===== config.mk =====
export PLATFORM = sky130hd
export DESIGN_NAME = niu_sii_req_sender
export DESIGN_NICKNAME = d
export VERILOG_FILES = /design/src/rtl/niu_sii_req_sender.sv
export SDC_FILE = /design/constraint.sdc
export NUM_CORES = 2
export LEC_CHECK = 0
export CAP_MARGIN = 20
export CORE_MARGIN = 5
export CORE_UTILIZATION = 53
export DETAILED_ROUTE_END_ITERATION = 6
export PLACE_DENSITY = 0.89
export SLEW_MARGIN = 5
export SYNTH_ARGS = -nofsm -noshare
export SYNTH_HDL_FRONTEND = slang
export SYNTH_SLANG_ARGS = --single-unit

===== constraint.sdc =====
create_clock -name iol2clk -period 71.2 [get_ports iol2clk]
set_input_delay 14.24 -clock iol2clk [delete_from_list [all_inputs] [get_ports iol2clk]]
set_output_delay 14.24 -clock iol2clk [all_outputs]
set_load 0.05 [all_outputs]

===== src/rtl/niu_sii_req_sender.sv =====
// NIU->SII DMA request sender: one-entry hold, OQ/BQ credit metering, header + 0/1/4 payload beats.
// Latency: request accepted at edge N is on the bus in cycle N+1. Backpressure: req_rdy low while hold is full and not launching.
module niu_sii_req_sender #(
    parameter int OQ_CREDITS = 16,
    parameter int BQ_CREDITS = 16
) (
    input  logic         iol2clk,
    input  logic         rst,
    input  logic         req_vld,
    output logic         req_rdy,
    input  logic [1:0]   req_type,
    input  logic         req_bypass,
    input  logic [127:0] req_hdr,
    input  logic [511:0] req_data,
    input  logic [63:0]  req_be,
    input  logic         sii_niu_oqdq,
    input  logic         sii_niu_bqdq,
    output logic         niu_sii_hdr_vld,
    output logic         niu_sii_reqbypass,
    output logic         niu_sii_datareq,
    output logic         niu_sii_datareq16,
    output logic [127:0] niu_sii_data,
    output logic [7:0]   niu_sii_parity,
    output logic [15:0]  niu_sii_be,
    output logic         credit_err
);
    localparam logic [4:0] OQ_INIT = 5'(OQ_CREDITS);
    localparam logic [4:0] BQ_INIT = 5'(BQ_CREDITS);

    typedef enum logic [1:0] {IDLE, HDR, PAY} state_t;

    state_t       state;
    logic [1:0]   beat_cnt;
    logic [1:0]   cur_type;
    logic [511:0] cur_data;
    logic [63:0]  cur_be;

    logic         hold_vld;
    logic [1:0]   hold_type;
    logic         hold_bypass;
    logic [127:0] hold_hdr;
    logic [511:0] hold_data;
    logic [63:0]  hold_be;

    logic [4:0]   oq_cnt;
    logic [4:0]   bq_cnt;

    logic         cur_read;
    logic [1:0]   last_beat;
    logic         xfer_last;
    logic         credit_ok;
    logic         launch;
    logic [1:0]   pay_idx;
    logic [127:0] pay_data;
    logic [15:0]  pay_be;
    logic         oq_dec;
    logic         bq_dec;

    function automatic logic [7:0] lane_parity(input logic [127:0] d);
        logic [7:0] p;
        for (int i = 0; i < 8; i++) p[i] = ^d[16*i +: 16];
        return p;
    endfunction

    assign cur_read  = (cur_type == 2'b00) || (cur_type == 2'b11);
    assign last_beat = (cur_type == 2'b01) ? 2'd3 : 2'd0;
    assign xfer_last = (state == HDR && cur_read) || (state == PAY && beat_cnt == last_beat);
    assign credit_ok = hold_bypass ? (bq_cnt != 5'd0) : (oq_cnt != 5'd0);
    // Launching on the last beat of a transfer keeps back-to-back requests bubble-free.
    assign launch    = hold_vld && credit_ok && (state == IDLE || xfer_last);
    assign req_rdy   = !hold_vld || launch;
    assign pay_idx   = (state == HDR) ? 2'd0 : beat_cnt + 2'd1;
    assign pay_data  = cur_data[{pay_idx, 7'b0} +: 128];
    assign pay_be    = cur_be[{pay_idx, 4'b0} +: 16];
    assign oq_dec    = launch && !hold_bypass;
    assign bq_dec    = launch && hold_bypass;

    always_ff @(posedge iol2clk or posedge rst) begin
        if (rst) begin
            hold_vld    <= 1'b0;
            hold_type   <= 2'b00;
            hold_bypass <= 1'b0;
            hold_hdr    <= '0;
            hold_data   <= '0;
            hold_be     <= '0;
        end else begin
            if (launch) hold_vld <= 1'b0;
            if (req_vld && req_rdy) begin
                hold_vld    <= 1'b1;
                hold_type   <= req_type;
                hold_bypass <= req_bypass;
                hold_hdr    <= req_hdr;
                hold_data   <= req_data;
                hold_be     <= req_be;
            end
        end
    end

    always_ff @(posedge iol2clk or posedge rst) begin
        if (rst) begin
            oq_cnt     <= OQ_INIT;
            bq_cnt     <= BQ_INIT;
            credit_err <= 1'b0;
        end else begin
            if (sii_niu_oqdq && !oq_dec) begin
                if (oq_cnt == OQ_INIT) credit_err <= 1'b1;
                else                   oq_cnt <= oq_cnt + 5'd1;
            end else if (oq_dec && !sii_niu_oqdq) begin
                oq_cnt <= oq_cnt - 5'd1;
            end
            if (sii_niu_bqdq && !bq_dec) begin
                if (bq_cnt == BQ_INIT) credit_err <= 1'b1;
                else                   bq_cnt <= bq_cnt + 5'd1;
            end else if (bq_dec && !sii_niu_bqdq) begin
                bq_cnt <= bq_cnt - 5'd1;
            end
        end
    end

    always_ff @(posedge iol2clk or posedge rst) begin
        if (rst) begin
            state             <= IDLE;
            beat_cnt          <= 2'd0;
            cur_type          <= 2'b00;
            cur_data          <= '0;
            cur_be            <= '0;
            niu_sii_hdr_vld   <= 1'b0;
            niu_sii_reqbypass <= 1'b0;
            niu_sii_datareq   <= 1'b0;
            niu_sii_datareq16 <= 1'b0;
            niu_sii_data      <= '0;
            niu_sii_parity    <= '0;
            niu_sii_be        <= '0;
        end else begin
            niu_sii_hdr_vld   <= 1'b0;
            niu_sii_reqbypass <= 1'b0;
            niu_sii_datareq   <= 1'b0;
            niu_sii_datareq16 <= 1'b0;
            niu_sii_data      <= '0;
            niu_sii_parity    <= '0;
            niu_sii_be        <= '0;
            if (launch) begin
                state             <= HDR;
                beat_cnt          <= 2'd0;
                cur_type          <= hold_type;
                cur_data          <= hold_data;
                cur_be            <= hold_be;
                niu_sii_hdr_vld   <= 1'b1;
                niu_sii_reqbypass <= hold_bypass;
                niu_sii_datareq   <= (hold_type == 2'b01);
                niu_sii_datareq16 <= (hold_type == 2'b10);
                niu_sii_data      <= hold_hdr;
                niu_sii_parity    <= lane_parity(hold_hdr);
            end else begin
                case (state)
                    HDR: begin
                        if (cur_read) begin
                            state <= IDLE;
                        end else begin
                            state          <= PAY;
                            beat_cnt       <= 2'd0;
                            niu_sii_data   <= pay_data;
                            niu_sii_parity <= lane_parity(pay_data);
                            niu_sii_be     <= pay_be;
                        end
                    end
                    PAY: begin
                        if (beat_cnt == last_beat) begin
                            state <= IDLE;
                        end else begin
                            beat_cnt       <= beat_cnt + 2'd1;
                            niu_sii_data   <= pay_data;
                            niu_sii_parity <= lane_parity(pay_data);
                            niu_sii_be     <= pay_be;
                        end
                    end
                    default: state <= IDLE;
                endcase
            end
        end
    end
endmodule


==> implementation parameters <==
Parameter                              Value

Outcome
  Result of the run    complete, but fails checks
  Failing checks    design-rule violations

Logic synthesis
  Post-synthesis instance area    62600 sq um
  Syn_nets    5822
  Primary FF master, synth    dfrtp_1
  #FFs+latches synth    1457
  Number of synthesized flops with an enable pin    0
  Sequential share of the synthesized area    58.3%
  Synth unique cells    52
  Yosys Warn Count    0
  Library cell occupying the most area in the post-synthesis netlist    dfrtp_1
  Cell count after synthesis    5100
  Share of flip-flops with an asynchronous set or reset    100%
  Mean area per synthesized cell    12.3 sq um
  Top cells by area, synth    dfrtp_1 58%, mux2_2 12%, nand2_1 10%, mux4_2 4.7%, xnor2_1 3.2%
  Share of Yosys cell area claimed by the top area cell type    58.2%

Timing
  Unrepaired setup endpoints after global routing    false
  Number of setup violations in the final report    0
  Slew headroom    18.6%
  Slew Limit Fails    0
  Shortest clock period the worst path allows after layout    19.06 ns
  Largest clock skew in the final design    0.0339 ns
  Hold Fails Final Rpt    0
  Share of the cycle needed by the critical path after routing    26.8%
  Upper clock frequency limit    52.5 MHz
  Slew at the pin with the worst max-slew slack    1.22 ns
  Sum of negative setup slack    0 ns
  Final setup margin    52.14 ns

Placement
  Placed Cells    7266
  Number of input and output port buffers inserted    869
  Global placement routability congestion    0.899
  Placement-stage worst setup slack    51.10 ns
  Estimated wirelength of the detail-placed design    124 mm

Setup path
  Crit Reg-Reg Startpoint    state[0]$_DFFE_PP0P_
  Worst-path cell chain    clkdlybuf4s50_1 -> inv_8 -> buf_4 -> buf_16 -> buf_12 -> buf_4 -> buf_4 -> buf_4
  Critical Path Source    rst
  Cell class contributing the biggest share of worst-path delay    buffers and inverters
  Category of the most critical setup path    in -> async
  Crit path largest cell delay    0.88 ns
  Type of element launching the critical path    input pin
  Crit path buffers/inverters    8
  Cell with the largest stage delay on the worst path    buf_4
  Most frequent cell on the critical path    buf_4
  Worst Path Required    71.95 ns
  Largest driver fanout on the critical path    170
  CP Capture Type    asynchronous set/reset pin
  R2R Setup Slk    65.43 ns
  Data arrival time of the worst path    19.81 ns

GRT
  All-layer global routing usage    29.1%
  First-pass GRT wire length    279 mm
  Pin count of the biggest net entering global routing    211
  Antenna violations before repair    132
  Number of global-route vias before repair    46000
  Remaining global-route overflow    0

Drt
  Routed met3 length    15.4 mm
  Vias per cell    5.73
  Detailed-route wire length on metal 1    67.3 mm
  Met2 Wirelength    88.4 mm
  Remaining number of nets flagged by the antenna check after routing    0
  Total routed wirelength    186 mm
  # DRC    2
  Total number of vias    43900
  Iteration-0 DRC Markers    4153
  Max layer used    met5
  Initial DRT Pass Iterations    7
  Routed length per instance    24.2 um

Clock network
  Clock buffers created by TritonCTS    148
  Clock Tree Root    clkbuf_16
  Clock Pin Slew Worst Setup and Hold Paths    0.06 ns
  Post CTS Setup Buffer Count    0
  TritonCTS clock tree    built
  Deepest level of the CTS H-tree    4
  Clock Tree Buf Depth    3
  Hold-fix buffers, CTS    0
  Total clock sinks    1457
  Number of gates resized after cts    0
  Later-pin clock latency in the skew report    0.77 ns

Floorplanning
  Floorplan row count    126
  Starting Density    53.2%
  Die footprint    125000 sq um
  Horizontal die dimension    354 um
  Die H    354 um
  Core region area    118000 sq um
  I/O pin cnt    870

Pwr
  Worst IR drop on VDD    0.0557 mV
  Leakage component of the power    35.6 nW
  Power density relative to cell area    59.8 nW/um^2

Worst hold path
  Class of the tightest hold or removal check    reg -> reg
  HP Start    hold_data[315]$_DFFE_PP0P_

Layout
  Commonest cells after routing, fill and taps aside    1743 x nand2_1, 1455 x dfrtp_1, 869 x clkdlybuf4s50_1, 683 x mux2_2, 227 x xnor2_1
  Final design utilization    66.1%
  Area added between synthesis and finish    24.1%
  Final Instance Count excl. Fillers    7667
  Leading cell type in the layout, fill and taps excluded    nand2_1
  Count of nets after finishing    6608
  Share of layout cells above drive strength 1    18.7%

Flow run
  Max capacitance violation total    0
==> Yosys cell counts, drive strengths merged, types with 9 or more instances <==
| master | count |
|---|---|
| and2 | 17 |
| mux2i | 114 |
| xor2 | 181 |
| a21oi | 10 |
| o21ai | 9 |
| mux2 | 712 |
| nand2 | 1745 |
| mux4 | 144 |
| buf | 166 |
| xnor2 | 227 |
| a22o | 128 |
| dfrtp | 1455 |
| ha | 9 |
| clkbuf | 115 |
==> path summary, 6_finish.rpt <==
| path | depth (start not counted) | end |
|---|---|---|
| hold reg to reg | 2 | cur_data[315]$_DFFE_PP0P_ |
| hold / removal | 2 | cur_data[315]$_DFFE_PP0P_ |
| max in group iol2clk | 6 | req_rdy |
| min in group asynchronous | 2 | hold_hdr[126]$_DFFE_PP0P_ |
| setup / recovery | 8 | hold_hdr[71]$_DFFE_PP0P_ |
| setup reg to reg | 11 | cur_data[329]$_DFFE_PP0P_ |
==> area by class of cell <==
cell class / count / area [sq um]
inverters: 8 / 45.0
clock inverters: 56 / 648
well taps: 1536 / 1920
diodes: 124 / 310
clock buffers: 215 / 4450
repair buffers: 917 / 9280
multi-input cells: 3354 / 24600
fillers: 7748 / 39900
flip-flops and latches: 1457 / 36500
==> tightest hold or removal path, cell delays in order (launching register included) <==
cell     delay, ns
dfrtp_1       0.34
nand2_1       0.05
nand2_1       0.05
==> routing by layer <==
| layer | track usage, % | vias up |
|---|---|---|
| met5 | 0 | - |
| met4 | 20.9 | 18 |
| met3 | 7.52 | 657 |
| met2 | 45.2 | 2144 |
| met1 | 35.5 | 22400 |
| li1 | - | 18700 |
==> through the flow <==
stage / total power, mW / hold slack (ns) / area, sq um
after floorplan: 3.19 / 0.433 / 62600
after global routing: 4.89 / 0.470 / 77700
final: 4.64 / 0.442 / 77700
after detailed placement: 3.76 / 0.446 / 72100
after global placement: 3.64 / 0.440 / 72100
after CTS: 4.63 / 0.447 / 77200
==> cell families after synthesis <==
logic type	count (synthesis)	share of synthesized area, %
buffers and inverters	289	2.53
AND/OR/NAND/NOR	1795	11.0
multiplexers	970	19.9
flip-flops	1457	58.3
AO/OA/AOI/OAI	163	2.14
adder cells (fa/ha/maj)	10	0.212
XOR/XNOR	416	6.00
==> registers in the layout (all words and copies together), names as in the netlist, 2 cells and up <==
| register | cells |
|---|---|
| state | 2 |
| bq_cnt | 5 |
| oq_cnt | 5 |
| hold_type | 2 |
| niu_sii_parity | 8 |
| niu_sii_data | 128 |
| cur_be | 64 |
| cur_type | 2 |
| hold_hdr | 128 |
| cur_data | 512 |
| hold_data | 512 |
| niu_sii_be | 16 |
| hold_be | 64 |
| beat_cnt | 2 |
==> power by group <==
group          switching, mW  leakage, nW  internal [mW]
logic                   1.24         15.4           1.03
registers              0.314         17.6           1.25
clock network          0.336         2.55          0.477
total                   1.89         35.6           2.75
Power figures use the tool's default switching activity.
